### src/rtl/branch_hazard_ctrl_pkg.sv
// Shared encodings and shadow-stage type for the ID-stage branch hazard sequencer.
package branch_hazard_ctrl_pkg;

  localparam logic [1:0] BH_IDLE = 2'd0;
  localparam logic [1:0] BH_WAIT = 2'd1;
  localparam logic [1:0] BH_SLOT = 2'd2;

  localparam logic [1:0] FWD_RF  = 2'b00;
  localparam logic [1:0] FWD_MEM = 2'b01;
  localparam logic [1:0] FWD_WB  = 2'b10;

  typedef struct packed {
    logic       valid;
    logic [4:0] dst;
    logic       is_load;
  } bh_stage_t;

  localparam bh_stage_t BH_BUBBLE = '0;

endpackage

### src/rtl/branch_hazard_ctrl_if.sv
// ID-stage branch/producer inputs and hazard-control outputs of branch_hazard_ctrl.
interface branch_hazard_ctrl_if #(
  parameter int unsigned STALL_CNT_W = 32
);
  logic                   id_valid;
  logic                   id_we;
  logic [4:0]             id_dst;
  logic                   id_is_load;
  logic                   br_valid;
  logic                   br_uses_rt;
  logic [4:0]             br_rs;
  logic [4:0]             br_rt;
  logic                   br_taken;
  logic                   br_likely;
  logic                   stall;
  logic [1:0]             fwd_a;
  logic [1:0]             fwd_b;
  logic                   pc_sel;
  logic                   nullify;
  logic [STALL_CNT_W-1:0] stall_cycles;

  modport master (
    output id_valid, id_we, id_dst, id_is_load, br_valid, br_uses_rt, br_rs, br_rt,
           br_taken, br_likely,
    input  stall, fwd_a, fwd_b, pc_sel, nullify, stall_cycles
  );

  modport slave (
    input  id_valid, id_we, id_dst, id_is_load, br_valid, br_uses_rt, br_rs, br_rt,
           br_taken, br_likely,
    output stall, fwd_a, fwd_b, pc_sel, nullify, stall_cycles
  );
endinterface

### src/rtl/bh_hazard_check.sv
// Resolves one branch source register against the EX/MEM/WB shadows: stall or forward select.
module bh_hazard_check
  import branch_hazard_ctrl_pkg::*;
(
  input  logic [4:0] src_i,
  input  bh_stage_t  ex_i,
  input  bh_stage_t  mem_i,
  input  bh_stage_t  wb_i,
  output logic       hazard_o,
  output logic [1:0] fwd_o
);

  // An EX producer always stalls, so only the MEM load flag matters.
  logic unused_load;
  assign unused_load = ex_i.is_load ^ wb_i.is_load;

  always_comb begin
    hazard_o = 1'b0;
    fwd_o    = FWD_RF;
    if (src_i != 5'd0) begin
      if (ex_i.valid && ex_i.dst == src_i) begin
        hazard_o = 1'b1;
      end else if (mem_i.valid && mem_i.dst == src_i) begin
        if (mem_i.is_load) hazard_o = 1'b1;
        else               fwd_o    = FWD_MEM;
      end else if (wb_i.valid && wb_i.dst == src_i) begin
        fwd_o = FWD_WB;
      end
    end
  end

endmodule

### src/rtl/branch_hazard_ctrl.sv
// ID-stage branch sequencer: stalls on operand hazards, selects forwarding and PC source,
// steps through the delay slot. Define BRANCH_LIKELY_EN to nullify an untaken-likely slot.
module branch_hazard_ctrl
  import branch_hazard_ctrl_pkg::*;
#(
  parameter int unsigned STALL_CNT_W = 32
) (
  input  logic                 clk,
  input  logic                 reset,
  branch_hazard_ctrl_if.slave  bus
);

  logic [1:0]             state_q, state_d;
  bh_stage_t              ex_q, mem_q, wb_q, ex_d;
  logic [STALL_CNT_W-1:0] stall_cycles_q;
  logic                   haz_rs, haz_rt;
  logic [1:0]             fwd_rs, fwd_rt;
  logic                   active, hazard, resolve, stall, nullify;

  bh_hazard_check u_chk_rs (
    .src_i    (bus.br_rs),
    .ex_i     (ex_q),
    .mem_i    (mem_q),
    .wb_i     (wb_q),
    .hazard_o (haz_rs),
    .fwd_o    (fwd_rs)
  );

  bh_hazard_check u_chk_rt (
    .src_i    (bus.br_rt),
    .ex_i     (ex_q),
    .mem_i    (mem_q),
    .wb_i     (wb_q),
    .hazard_o (haz_rt),
    .fwd_o    (fwd_rt)
  );

  // Gated by reset so every output drops as soon as reset asserts.
  assign active  = !reset && ((state_q == BH_IDLE && bus.br_valid) || state_q == BH_WAIT);
  assign hazard  = haz_rs | (bus.br_uses_rt & haz_rt);
  assign resolve = active & ~hazard;
  assign stall   = active & hazard;

  assign bus.stall        = stall;
  assign bus.pc_sel       = resolve & bus.br_taken;
  assign bus.fwd_a        = active ? fwd_rs : FWD_RF;
  assign bus.fwd_b        = (active && bus.br_uses_rt) ? fwd_rt : FWD_RF;
  assign bus.nullify      = nullify;
  assign bus.stall_cycles = stall_cycles_q;

`ifdef BRANCH_LIKELY_EN
  logic nullify_q;
  assign nullify = nullify_q;

  always_ff @(posedge clk or posedge reset) begin
    if (reset) nullify_q <= 1'b0;
    else       nullify_q <= resolve & bus.br_likely & ~bus.br_taken;
  end
`else
  logic unused_br_likely;
  assign unused_br_likely = bus.br_likely;
  assign nullify          = 1'b0;
`endif

  always_comb begin
    state_d = state_q;
    case (state_q)
      BH_IDLE: if (bus.br_valid) state_d = hazard ? BH_WAIT : BH_SLOT;
      BH_WAIT: if (!hazard) state_d = BH_SLOT;
      BH_SLOT: state_d = BH_IDLE;
      default: state_d = BH_IDLE;
    endcase
  end

  always_comb begin
    if (stall || nullify || !bus.id_valid) begin
      ex_d = BH_BUBBLE;
    end else begin
      ex_d = '{valid: bus.id_we && (bus.id_dst != 5'd0), dst: bus.id_dst,
               is_load: bus.id_is_load};
    end
  end

  always_ff @(posedge clk or posedge reset) begin
    if (reset) begin
      state_q        <= BH_IDLE;
      ex_q           <= BH_BUBBLE;
      mem_q          <= BH_BUBBLE;
      wb_q           <= BH_BUBBLE;
      stall_cycles_q <= '0;
    end else begin
      state_q <= state_d;
      ex_q    <= ex_d;
      mem_q   <= ex_q;
      wb_q    <= mem_q;
      if (stall && stall_cycles_q != {STALL_CNT_W{1'b1}}) begin
        stall_cycles_q <= stall_cycles_q + STALL_CNT_W'(1);
      end
    end
  end

endmodule

### src/flat_wrapper.sv
// flat-port wrapper written by rule: the top's interface ports become plain ports
module branch_hazard_ctrl_flat import branch_hazard_ctrl_pkg::*;
#(
  parameter int unsigned STALL_CNT_W = 32
)
  (clk, reset, bus_id_valid, bus_id_we, bus_id_dst, bus_id_is_load, bus_br_valid, bus_br_uses_rt, bus_br_rs, bus_br_rt, bus_br_taken, bus_br_likely, bus_stall, bus_fwd_a, bus_fwd_b, bus_pc_sel, bus_nullify, bus_stall_cycles);
  branch_hazard_ctrl_if #(.STALL_CNT_W(STALL_CNT_W)) bus_i ();
  input  logic clk;
  input  logic reset;
  input wire logic [$bits(bus_i.id_valid)-1:0] bus_id_valid;
  input wire logic [$bits(bus_i.id_we)-1:0] bus_id_we;
  input wire logic [$bits(bus_i.id_dst)-1:0] bus_id_dst;
  input wire logic [$bits(bus_i.id_is_load)-1:0] bus_id_is_load;
  input wire logic [$bits(bus_i.br_valid)-1:0] bus_br_valid;
  input wire logic [$bits(bus_i.br_uses_rt)-1:0] bus_br_uses_rt;
  input wire logic [$bits(bus_i.br_rs)-1:0] bus_br_rs;
  input wire logic [$bits(bus_i.br_rt)-1:0] bus_br_rt;
  input wire logic [$bits(bus_i.br_taken)-1:0] bus_br_taken;
  input wire logic [$bits(bus_i.br_likely)-1:0] bus_br_likely;
  output wire logic [$bits(bus_i.stall)-1:0] bus_stall;
  output wire logic [$bits(bus_i.fwd_a)-1:0] bus_fwd_a;
  output wire logic [$bits(bus_i.fwd_b)-1:0] bus_fwd_b;
  output wire logic [$bits(bus_i.pc_sel)-1:0] bus_pc_sel;
  output wire logic [$bits(bus_i.nullify)-1:0] bus_nullify;
  output wire logic [$bits(bus_i.stall_cycles)-1:0] bus_stall_cycles;
  assign bus_i.id_valid = bus_id_valid;
  assign bus_i.id_we = bus_id_we;
  assign bus_i.id_dst = bus_id_dst;
  assign bus_i.id_is_load = bus_id_is_load;
  assign bus_i.br_valid = bus_br_valid;
  assign bus_i.br_uses_rt = bus_br_uses_rt;
  assign bus_i.br_rs = bus_br_rs;
  assign bus_i.br_rt = bus_br_rt;
  assign bus_i.br_taken = bus_br_taken;
  assign bus_i.br_likely = bus_br_likely;
  assign bus_stall = bus_i.stall;
  assign bus_fwd_a = bus_i.fwd_a;
  assign bus_fwd_b = bus_i.fwd_b;
  assign bus_pc_sel = bus_i.pc_sel;
  assign bus_nullify = bus_i.nullify;
  assign bus_stall_cycles = bus_i.stall_cycles;
  branch_hazard_ctrl #(.STALL_CNT_W(STALL_CNT_W)) u_core (.clk(clk), .reset(reset), .bus(bus_i));
endmodule
### config.mk
export PLATFORM = sky130hd
export DESIGN_NAME = branch_hazard_ctrl_flat
export DESIGN_NICKNAME = d
export VERILOG_FILES = /design/src/rtl/branch_hazard_ctrl_pkg.sv /design/src/rtl/branch_hazard_ctrl_if.sv /design/src/rtl/bh_hazard_check.sv /design/src/rtl/branch_hazard_ctrl.sv /design/src/flat_wrapper.sv
export SDC_FILE = /design/constraint.sdc
export NUM_CORES = 1
export LEC_CHECK = 0
export CAP_MARGIN = 20
export CORE_UTILIZATION = 50
export CTS_CLUSTER_SIZE = 24
export DETAILED_ROUTE_END_ITERATION = 6
export PLACE_DENSITY = 0.84
export SLEW_MARGIN = 20
export SYNTH_ARGS = -nofsm -noshare
export SYNTH_HDL_FRONTEND = slang
export SYNTH_SLANG_ARGS = --single-unit
### constraint.sdc
create_clock -name clk -period 3.4 [get_ports clk]
set_input_delay 0.85 -clock clk [delete_from_list [all_inputs] [get_ports clk]]
set_output_delay 0.85 -clock clk [all_outputs]
set_load 0.005 [all_outputs]
; ---- Word-level counts from Yosys, hierarchy flattened
; Index checks and enable logic that the tools add are counted.
[classes]
addsub = 1
n_eq_ne = 10
n_mux = 23
bitwise_logic = 6
reduce_logical = 20
[ops]
columns = operator, count
row1 = "adder 32 x 1 -> 32 bit, second input constant", 1
row2 = "!= test 32 bit, second input constant", 1
row3 = == test 5 bit, 6
row4 = 2-to-1 mux 2 bit, 13
row5 = nonzero test 5 bit, 3
row6 = logical AND 1 bit, 11
row7 = 2-to-1 mux 1 bit, 8
row8 = 2-to-1 mux 7 bit, 1
row9 = AND 1 bit, 4
row10 = "!= test 2 bit, second input constant", 2
row11 = one-hot mux 2 bit (2 select lines), 1
row12 = "== test 2 x 1 -> 1 bit, second input constant", 1
row13 = zero test 1 bit, 2
row14 = zero test 2 bit, 1
row15 = logical OR 1 bit, 2
row16 = AND reduction 2 bit, 1
row17 = NOT 1 bit, 1
row18 = bitwise OR 1 bit, 1
[word_totals]
ff_bits = 54
input_bits = 24
out_inout_bits = 39
word_cells = 70

; ---- Longest topological paths before layout
; Gate-level depths: netlist of the first run.
[depth]
word_depth = 10
ltp_mapped = 9

; ---- Cells and area by module
; Synthesis of the first run repeated with hierarchy kept, for this count alone.
[unflattened]
cells_unflattened = 250
hier_area_um2 = 2797.7
[by_module_without_submodules]
columns = mod, instances, cells_per_inst, area_per_inst_um2
row1 = branch_hazard_ctrl, 1, 194, 2294.7
row2 = bh_hazard_check, 2, 28, 251.5

; ---- Worst setup path after synthesis of the first run
; OpenSTA, ideal clock, no wires.
[synth_timing]
kind = input-to-output
from = in bus_br_rt[1]
to = out bus_stall
arrival_time_ns = 2.226
slack_ns = 0.324
stages = 6
path_cell_list = or4_1 o21ai_0 o21bai_1 a211o_1 buf_2 inv_1
[synth_between]
elab_chain_cells = 8
[synth_rtl]
columns = element, line_no
row1 = "start, declared", flat_wrapper.sv:17  ; input wire logic [$bits(bus_i.br_rt)-1:0] bus_br_rt;
row2 = == test 5 bit, bh_hazard_check.sv:23  ; end else if (mem_i.valid && mem_i.dst == src_i) begin
row3 = logical AND 1 bit, bh_hazard_check.sv:23
row4 = 2-to-1 mux 1 bit, bh_hazard_check.sv:23
row5 = 2-to-1 mux 1 bit, bh_hazard_check.sv:21  ; if (ex_i.valid && ex_i.dst == src_i) begin
row6 = 2-to-1 mux 1 bit *, bh_hazard_check.sv:20  ; if (src_i != 5'd0) begin
row7 = AND 1 bit *, branch_hazard_ctrl.sv:40  ; assign hazard = haz_rs | (bus.br_uses_rt & haz_rt);
row8 = bitwise OR 1 bit *, branch_hazard_ctrl.sv:40
row9 = AND 1 bit *, branch_hazard_ctrl.sv:42  ; assign stall = active & hazard;
row10 = "end, declared", flat_wrapper.sv:20  ; output wire logic [$bits(bus_i.stall)-1:0] bus_stall;
; Mark *: on every way between the ends. The rest lies on a longest branch, timed or not.

; ---- Worst setup path after layout of the first run
[layout_timing]
from = in bus_br_rs[2]
to = out bus_stall
[layout_between]
elab_chain_cells = 7
[layout_rtl]
columns = element, line_no
row1 = "start, declared", flat_wrapper.sv:16  ; input wire logic [$bits(bus_i.br_rs)-1:0] bus_br_rs;
row2 = == test 5 bit, bh_hazard_check.sv:23
row3 = logical AND 1 bit, bh_hazard_check.sv:23
row4 = 2-to-1 mux 1 bit, bh_hazard_check.sv:23
row5 = 2-to-1 mux 1 bit, bh_hazard_check.sv:21
row6 = 2-to-1 mux 1 bit *, bh_hazard_check.sv:20
row7 = bitwise OR 1 bit *, branch_hazard_ctrl.sv:40
row8 = AND 1 bit *, branch_hazard_ctrl.sv:42
; Marks and branches as above.

==> flow_metrics.tcl, run 1 <==
set metrics [dict create \
    outcome "completed" \
    finalNetCount 367 \
    num_io_pins 63 \
    p_leak_nw 1.78 \
    vias_in_the_first_global_route 2177 \
    regToRegEndpoint "u_core.bus.stall_cycles[21]$_DFFE_PP0P_" \
    die_area_mm2 0.00573 \
    clk_path_buf_depth 2 \
    clkSlewWorstSetupHoldPaths_ns 0.08 \
    p_clk_share_pct 33.8 \
    synth.cell_area_mm2 0.00272 \
    htree_levels 2 \
    reg2reg_depth 8 \
    switching_share_pct 23.3 \
    startpoint_kind_of_the_worst_setup_timing_path "primary input" \
    holdPathStages 0 \
    report.final.setup_viol 0 \
    global_route.usage.total_pct 25.2 \
    initial_core_util_pct 52.5 \
    netSwitchingPower_mw 0.289 \
    routed_wl_mm 6.85 \
    core_region_area_mm2 0.00517 \
    drtPass1Iterations 4 \
    power.ir.vdd_worst_uv 242 \
    tritoncts.num_buffers 5 \
    dieHeight_um 75.7 \
    worst-path-max-fanout 3 \
    synth.lib_cells_used.distinct 32 \
    grt_overflow_total 0 \
    routabilityCongestion 0.869 \
    yosysSeqAreaShare_pct 49.8 \
    ff2ff_setup_slack_ns 0.77 \
    fill_cells 333 \
    cts_root_buffer "clkbuf_8" \
    clock_insertion_delay_worst_skew_ns 0.31 \
    rows 26 \
    register_area_mm2 0.00135 \
    reg2reg_from "u_core.ex_q[3]$_DFF_PP0_" \
    via_count 2310 \
    timing.critical_path.to_type "primary output" \
    total_of_warnings_raised_by_yosys 0 \
    pin_count_of_the_biggest_net_entering_global_routing 36 \
    fp.dieW_um 75.7 \
    grt_first_pass_wirelength_mm 10.6 \
    dp_hpwl_mm 4.71 \
    antenna_violating_nets_post_route 0 \
    max_slew.worst_pin.slew_ns 0.651 \
    internal_power_mw 0.955 \
    comb_power_share_pct 11.6 \
    power.share.sequential_pct 54.6 \
    criticalPathCategory "primary input to primary output" \
    power_density_mw_per_mm2 329 \
    tritoncts "built" \
    remaining_drc_errors 0 \
    flow.area_growth_from_synthesis_pct 39.4 \
    finalMaxSlewViolations 0 \
    worst_clock_skew_ns 0.0152 \
    most-common-layout-cells "dfrtp_1 (54), clkdlybuf4s50_1 (44), xor2_1 (36)" \
    number_of_antenna_violations_at_the_first_check_in_global_routing 0 \
    multi_input_comb_area_mm2 0.00141 \
    min_to "u_core.mem_q[0]$_DFF_PP0_" \
    timing.critical_path.required_ns 2.55 \
    final_layout_size_suffix_gt1_share_pct 18.7 \
    dr.first_iter.drc_count 131 \
    final.setup.tns_ns 0 \
    final_min_period_over_clock_period_pct 98.4 \
    commonest_non_fill_non_tap_cell_in_the_layout "dfrtp_1" \
    hold_start "u_core.ex_q[0]$_DFF_PP0_" \
    clock.fmax_mhz 299 \
    max-cap-violations 0 \
    mappedNetlistNets 278 \
    yosys_register_bits 54 \
    slew_headroom_pct 56.3 \
    synth_area_per_inst_um2 10.7 \
    antennaDiodeCount 0 \
    clock_sink_count 54 \
    avgViaCountPerCell 5.59 \
    final_hold_viol_count 0 \
    min_period_ns 3.35 \
    worst-endpoint-arrival_ns 2.50 \
    hold-worst-slack_ns 0.353 \
    hold_buffers 0 \
    port-buffer-count 60 \
    worstHoldPathType "flop to flop" \
    routed_wire_length_per_instance_um 16.6 \
    post_synth_inst_count 253 \
]
==> critical path: stages <==
cell	delay [ns]
clkdlybuf4s15_2	0.21
xor2_2	0.16
nor4_2	0.31
and3_1	0.25
o22ai_2	0.10
a211o_1	0.32
inv_1	0.08
clkdlybuf4s15_2	0.20
==> worst max-delay path by stage <==
stage | startpoint | cells after the start | endpoint
final | bus_br_rs[2] | 8 | bus_stall
after global routing | bus_br_rs[2] | 8 | bus_stall
after CTS | bus_br_rt[2] | 9 | bus_fwd_b[0]
after detailed placement | bus_br_rt[2] | 7 | bus_pc_sel
after global placement | bus_br_rt[2] | 7 | bus_pc_sel
after floorplan | bus_br_rt[1] | 6 | bus_stall
==> state kept, by name, indices dropped and copies added (netlist names) <==
register	count
u_core.bus.stall_cycles	32
u_core.ex_q	7
u_core.mem_q	7
u_core.state_q	2
u_core.wb_q	6
==> layout make-up <==
class | instances | share of cell area, %
clock inverter | 3 | 1.06
inverter | 3 | 0.297
sequential | 54 | 35.7
tap | 70 | 2.31
timing repair buffer | 88 | 21.6
multi-input combinational | 190 | 37.2
clock buffer | 5 | 1.82
==> metrics by stage <==
| stage | area, um2 | std cells | util [%] | setup slack [ns] | total power, mW |
|---|---|---|---|---|---|
| 2_1_floorplan | 2720 | 253 | - | 0.324 | 0.742 |
| 3_3_place_gp | 3560 | 401 | 68.8 | -0.555 | 0.816 |
| 3_5_place_dp | 3560 | 401 | 68.8 | -0.636 | 0.820 |
| 4_1_cts | 3750 | 412 | 72.5 | 0.00860 | 1.24 |
| 5_1_grt | 3790 | 413 | 73.2 | -0.00614 | 1.29 |
| 6_report | 3790 | 413 | 73.2 | 0.0542 | 1.24 |
==> per-layer routing <==
metal / GRT usage, % / routed length (um)
met5: 0 / 0
met4: 7.82 / 103
met3: 5.69 / 388
met2: 41.8 / 3450
met1: 33.3 / 2900
==> Yosys cell counts (all sizes together) <==
cell / n / share of area (%)
clkbuf: 2 / 0.28
xor2: 37 / 12
a21oi: 1 / 0.18
and2: 3 / 0.69
or3: 1 / 0.23
nand3: 12 / 2.2
and4: 7 / 2.3
nand4: 15 / 3.5
mux2: 2 / 0.83
ha: 1 / 0.46
inv: 3 / 0.41
dfrtp: 54 / 50
nor2: 11 / 1.5
o22ai: 1 / 0.23
xnor2: 23 / 7.4
o21bai: 3 / 0.83
a211o: 1 / 0.32
o2111a: 1 / 0.41
or4: 3 / 0.83
nor4b: 3 / 0.97
nand4b: 1 / 0.32
nor4: 11 / 3.7
nor3: 16 / 2.9
buf: 4 / 1.1
conb: 1 / 0.14
and3: 16 / 3.7
o21ai: 3 / 0.55
nand2: 17 / 2.4
==> power by group through the flow <==
stage          sequential [mW]  clock [mW]  combinational [mW]
4_1_cts                  0.677       0.425               0.137
5_1_grt                  0.681       0.450               0.157
6_report                 0.679       0.421               0.145
2_1_floorplan            0.686           0              0.0565
3_3_place_gp             0.689           0               0.127
3_5_place_dp             0.690           0               0.131
==> logic make-up after synthesis <==
logic type | after synthesis | share of synthesized area [%]
AOI/OAI and AO/OA | 10 | 2.53
xor gates and xnor gates | 60 | 19.4
and+or+nand+nor | 116 | 25.2
muxes | 2 | 0.829
other | 1 | 0.138
buffers and inverters | 9 | 1.75
adders and majority gates | 1 | 0.461
DFF | 54 | 49.8
==> timing repair <==
| action | in CTS | in global routing |
|---|---|---|
| buffers inserted | 3 | 1 |
| resized for setup | 37 | 13 |
| setup endpoints to repair | 6 | 5 |
| pin swaps | 12 | 10 |
No activity file was read; power rests on OpenSTA's default activity.
==> run 2: changes to the inputs <==
CORE_ASPECT_RATIO = 1.25   (was default)
CORE_UTILIZATION = 60   (was 50)
DONT_BUFFER_PORTS = 1   (was default)
PLACE_DENSITY = 0.8   (was 0.84)
==> flow_metrics.tcl, run 2 (synthesized netlist as in run 1, its figures left out) <==
set metrics [dict create \
    timing.critical_path.max_delay_family "simple AND/OR/NAND/NOR gates" \
    clock_sink_count 54 \
    number_of_antenna_violations_at_the_first_check_in_global_routing 0 \
    post-cts-setup-buffer-count 0 \
    core_region_area_mm2 0.00436 \
    remaining_drc_errors 0 \
    dr.first_iter.drc_count 169 \
    antennaDiodeCount 0 \
    grt_first_pass_wirelength_mm 9.20 \
    pin_count_of_the_biggest_net_entering_global_routing 55 \
    power_density_mw_per_mm2 385 \
    slew_headroom_pct 38.6 \
    finalMaxSlewViolations 0 \
    cpPeakStageDelay_ns 0.50 \
    worst_clock_skew_ns 0.00917 \
    htree_levels 2 \
    max-cap-violations 0 \
    reg2reg_depth 8 \
    report.final.setup_viol 0 \
    via_count 1923 \
    fill_cells 351 \
    timing.critical_path.required_ns 2.55 \
    final_min_period_over_clock_period_pct 92.5 \
    dieHeight_um 77.2 \
    port-buffer-count 0 \
    outcome "completed" \
    clock_insertion_delay_worst_skew_ns 0.31 \
    routabilityCongestion 0.816 \
    routed_wire_length_per_instance_um 17.1 \
    hold_buffers 0 \
    largest_reg_flops 32 \
    register_area_mm2 0.00135 \
    final_hold_viol_count 0 \
    worst_setup_path_endpoint "bus_pc_sel" \
    antenna_violating_nets_post_route 0 \
    clkSlewWorstSetupHoldPaths_ns 0.10 \
    avgViaCountPerCell 6.10 \
    global_route.usage.total_pct 24.7 \
    timing.critical_path.to_type "primary output" \
    routed_wl_mm 5.39 \
    initial_core_util_pct 62.3 \
    pre_cts_ws_ns 0.203 \
    setup.worst_path.start "bus_br_rt[1]" \
    grt_overflow_total 0 \
    num_io_pins 63 \
    cts_root_buffer "clkbuf_8" \
    criticalPathCategory "primary input to primary output" \
    hold-worst-slack_ns 0.392 \
    path_cells "or4_1 > o21ai_0 > o21bai_1 > and2_1 > and3_1" \
    drtPass1Iterations 4 \
    multi_input_comb_area_mm2 0.00132 \
    die_area_mm2 0.00480 \
    crit_path_top_delay_cell "or4_1" \
    regToRegEndpoint "u_core.bus.stall_cycles[30]$_DFFE_PP0P_" \
    cts_resized 0 \
    grt_setup_unrepaired "no" \
    vias_in_the_first_global_route 1963 \
    critical_path_depth 5 \
    timing.critical_path.buf_inv 0 \
    fp.dieW_um 62.2 \
    tritoncts "built" \
    total_power_mw 1.10 \
    startpoint_kind_of_the_worst_setup_timing_path "primary input" \
    final.setup.tns_ns 0 \
    worst-path-max-fanout 4 \
    clock.fmax_mhz 318 \
    min_period_ns 3.14 \
    worstHoldPathType "flop to flop" \
    most-common-layout-cells "dfrtp_1 (54), xor2_1 (37), xnor2_1 (23)" \
    commonest_non_fill_non_tap_cell_in_the_layout "dfrtp_1" \
    fin_ws_ns 0.256 \
    reg2reg_from "u_core.ex_q[3]$_DFF_PP0_" \
    max_slew.worst_pin.slew_ns 0.919 \
    final_layout_size_suffix_gt1_share_pct 7.39 \
    finalNetCount 281 \
    worst-endpoint-arrival_ns 2.29 \
    rows 27 \
    tritoncts.num_buffers 5 \
    flow.area_growth_from_synthesis_pct 5.39 \
    power.ir.vdd_worst_uv 294 \
    p_leak_nw 1.34 \
    clk_path_buf_depth 2 \
    dp_hpwl_mm 3.96 \
    ff2ff_setup_slack_ns 0.82 \
]
==> run 2: cell types whose count changed in the layout (fill, tap and decap cells not counted), moves of 3 or more <==
cell / delta
buf_4: -21
buf_6: -4
clkbuf_2: -3
clkdlybuf4s15_2: -3
clkdlybuf4s50_1: -44
dlygate4sd2_1: -8
nor3_1: +3
nor3_2: -3
xnor2_1: +3
xnor2_2: -3
==> run 2: final cells by class <==
cell class	instances	share of cell area (%)
inverters	3	0.437
repair buffers	2	0.525
clock inverters	3	0.743
multi-input cells	190	46.1
flip-flops and latches	54	47.2
clock buffers	5	2.40
well taps	58	2.54
==> run 2: through the flow <==
stage	std cells	util, %	instance area (um2)
detailed placement	307	63.5	2770
CTS	315	65.5	2860
finish	315	65.7	2860
global placement	307	63.5	2770
floorplan	253	-	2720
global route	315	65.7	2860
==> run 2: power by group <==
group / switching [mW] / internal (mW) / leakage (nW)
combinational: 0.0343 / 0.0302 / 0.568
sequential: 0.0174 / 0.659 / 0.731
clock: 0.215 / 0.145 / 0.0441
==> run 2: how the worst min path moves through the flow <==
| stage | start | endpoint | slack (ns) | cells after the start |
|---|---|---|---|---|
| 6_report | u_core.ex_q[0]$_DFF_PP0_ | u_core.mem_q[0]$_DFF_PP0_ | 0.39 | 0 |
| 4_1_cts | u_core.ex_q[0]$_DFF_PP0_ | u_core.mem_q[0]$_DFF_PP0_ | 0.40 | 0 |
| 3_3_place_gp | u_core.ex_q[0]$_DFF_PP0_ | u_core.mem_q[0]$_DFF_PP0_ | 0.35 | 0 |
| 5_1_grt | u_core.ex_q[0]$_DFF_PP0_ | u_core.mem_q[0]$_DFF_PP0_ | 0.41 | 0 |
| 2_1_floorplan | u_core.ex_q[0]$_DFF_PP0_ | u_core.mem_q[0]$_DFF_PP0_ | 0.33 | 0 |
| 3_5_place_dp | u_core.ex_q[0]$_DFF_PP0_ | u_core.mem_q[0]$_DFF_PP0_ | 0.37 | 0 |
==> run 2: routing by layer <==
layer  routed length (um)  global-route usage, %
met5                    0                      0
met2                 2670                   39.9
met4                  136                   11.2
met3                  327                   6.25
met1                 2250                   31.1
==> run 3: changes to the inputs <==
CORE_MARGIN = 3   (was default)
SKIP_CTS_REPAIR_TIMING = 1   (was default)
==> flow_metrics.tcl, run 3 (synthesized netlist as in run 1, its figures left out) <==
set metrics [dict create \
    finalNetCount 282 \
    startpoint_kind_of_the_worst_setup_timing_path "primary input" \
    antenna_violating_nets_post_route 0 \
    power.ir.vdd_worst_uv 293 \
    dr.first_iter.drc_count 158 \
    routed_wire_length_per_instance_um 17.8 \
    rows 26 \
    clock_sink_count 54 \
    number_of_antenna_violations_at_the_first_check_in_global_routing 0 \
    clkSlewWorstSetupHoldPaths_ns 0.10 \
    grt_first_pass_wirelength_mm 9.11 \
    cpPeakStageDelay_ns 0.51 \
    reg2reg_from "u_core.ex_q[1]$_DFF_PP0_" \
    regToRegEndpoint "u_core.bus.stall_cycles[21]$_DFFE_PP0P_" \
    holdPathStages 0 \
    die_area_mm2 0.00537 \
    core_region_area_mm2 0.00423 \
    netSwitchingPower_mw 0.265 \
    htree_levels 2 \
    flow.area_growth_from_synthesis_pct 6.31 \
    global_route.usage.total_pct 22.3 \
    worst-path-max-fanout 4 \
    dieHeight_um 81.2 \
    min_period_ns 3.17 \
    grt_setup_unrepaired "no" \
    final.setup.tns_ns 0 \
    tritoncts "built" \
    max_slew.worst_pin.slew_ns 0.896 \
    routabilityCongestion 0.788 \
    vias_in_the_first_global_route 1956 \
    crit_path_top_delay_cell "or4_1" \
    worst_clock_skew_ns 0.00826 \
    drtPass1Iterations 4 \
    hold_start "u_core.ex_q[0]$_DFF_PP0_" \
    internal_power_mw 0.909 \
    fp.dieW_um 66.2 \
    largest_reg_flops 32 \
    timing.critical_path.to_type "primary output" \
    worstHoldPathType "flop to flop" \
    initial_core_util_pct 64.2 \
    worst-endpoint-arrival_ns 2.32 \
    timing.critical_path.required_ns 2.55 \
    path_cells "or4_1 > o21ai_0 > o21bai_1 > and2_1 > and3_1" \
    avgViaCountPerCell 6.06 \
    outcome "completed" \
    port-buffer-count 0 \
    final_min_period_over_clock_period_pct 93.1 \
    power.share.sequential_pct 57.7 \
    routed_wl_mm 5.58 \
    num_io_pins 63 \
    tritoncts.num_buffers 5 \
    switching_share_pct 22.6 \
    reg2reg_depth 8 \
    clk_path_buf_depth 2 \
    slew_headroom_pct 40.2 \
    final_hold_viol_count 0 \
    most-common-layout-cells "dfrtp_1 (54), xor2_1 (37), xnor2_1 (23)" \
    p_clk_share_pct 36.9 \
    final_layout_size_suffix_gt1_share_pct 7.36 \
    dp_hpwl_mm 4.10 \
    via_count 1904 \
    ff2ff_setup_slack_ns 0.92 \
    min_to "u_core.mem_q[0]$_DFF_PP0_" \
    finalMaxSlewViolations 0 \
    commonest_non_fill_non_tap_cell_in_the_layout "dfrtp_1" \
    comb_power_share_pct 5.5 \
    clock_insertion_delay_worst_skew_ns 0.31 \
    grt_overflow_total 0 \
    remaining_drc_errors 0 \
    p_leak_nw 1.35 \
    cts_root_buffer "clkbuf_8" \
    criticalPathCategory "primary input to primary output" \
    power_density_mw_per_mm2 407 \
    antennaDiodeCount 0 \
    report.final.setup_viol 0 \
    clock.fmax_mhz 316 \
    max-cap-violations 0 \
    hold-worst-slack_ns 0.348 \
    pin_count_of_the_biggest_net_entering_global_routing 55 \
]
## run 3: cell types whose count changed in the layout (fill, tap and decap cells not counted), sizes merged
cell,change
clkinv,-2
buf,+1
bufinv,+1
clkinvlp,+1
## run 3: worst max-delay path: cells and delay by family
family / cells / cell delay, ns
AND/OR/NAND/NOR: 3 / 0.91
AO/OA/AOI/OAI: 2 / 0.55
## run 3: worst max path at each step
| stage | from | end | cells after the start | slack (ns) |
|---|---|---|---|---|
| after floorplan | bus_br_rt[1] | bus_stall | 6 | 0.32 |
| after global placement | bus_br_rt[1] | bus_pc_sel | 5 | 0.27 |
| after detailed placement | bus_br_rt[1] | bus_pc_sel | 5 | 0.25 |
| after CTS | bus_br_rt[1] | bus_pc_sel | 5 | 0.22 |
| after global routing | bus_br_rt[1] | bus_pc_sel | 5 | 0.09 |
| final | bus_br_rt[1] | bus_pc_sel | 5 | 0.23 |
## run 3: per-layer routing
| layer | global-route usage [%] | wire length, um |
|---|---|---|
| met5 | 0 | 0 |
| met2 | 37.0 | 2870 |
| met4 | 6.71 | 91 |
| met1 | 27.7 | 2250 |
| met3 | 7.19 | 365 |
## run 3: area by class of cell
| cell class | instances | area, um2 |
|---|---|---|
| inverters | 3 | 12.5 |
| multi-input cells | 190 | 1320 |
| repair buffers | 3 | 22.5 |
| fillers | 345 | 1340 |
| clock inverters | 3 | 45.0 |
| well taps | 56 | 70.1 |
| flip-flops and latches | 54 | 1350 |
| clock buffers | 5 | 68.8 |
## run 3: per-stage QoR
step / instances / setup slack (ns) / instance area (um2) / total power, mW / utilization (%)
floorplan: 253 / 0.324 / 2720 / 0.742 / -
global route: 314 / 0.0930 / 2890 / 1.21 / 68.3
finish: 314 / 0.234 / 2890 / 1.17 / 68.3
global placement: 306 / 0.270 / 2770 / 0.753 / 65.5
detailed placement: 306 / 0.246 / 2770 / 0.755 / 65.5
CTS: 314 / 0.218 / 2890 / 1.18 / 68.2
## run 3: power groups by stage
stage                     logic (mW)  registers, mW  clock network, mW
after detailed placement      0.0654          0.690                  0
final                         0.0643          0.677              0.433
after global placement        0.0635          0.689                  0
after CTS                     0.0660          0.677              0.437
after global routing          0.0725          0.680              0.462
after floorplan               0.0565          0.686                  0
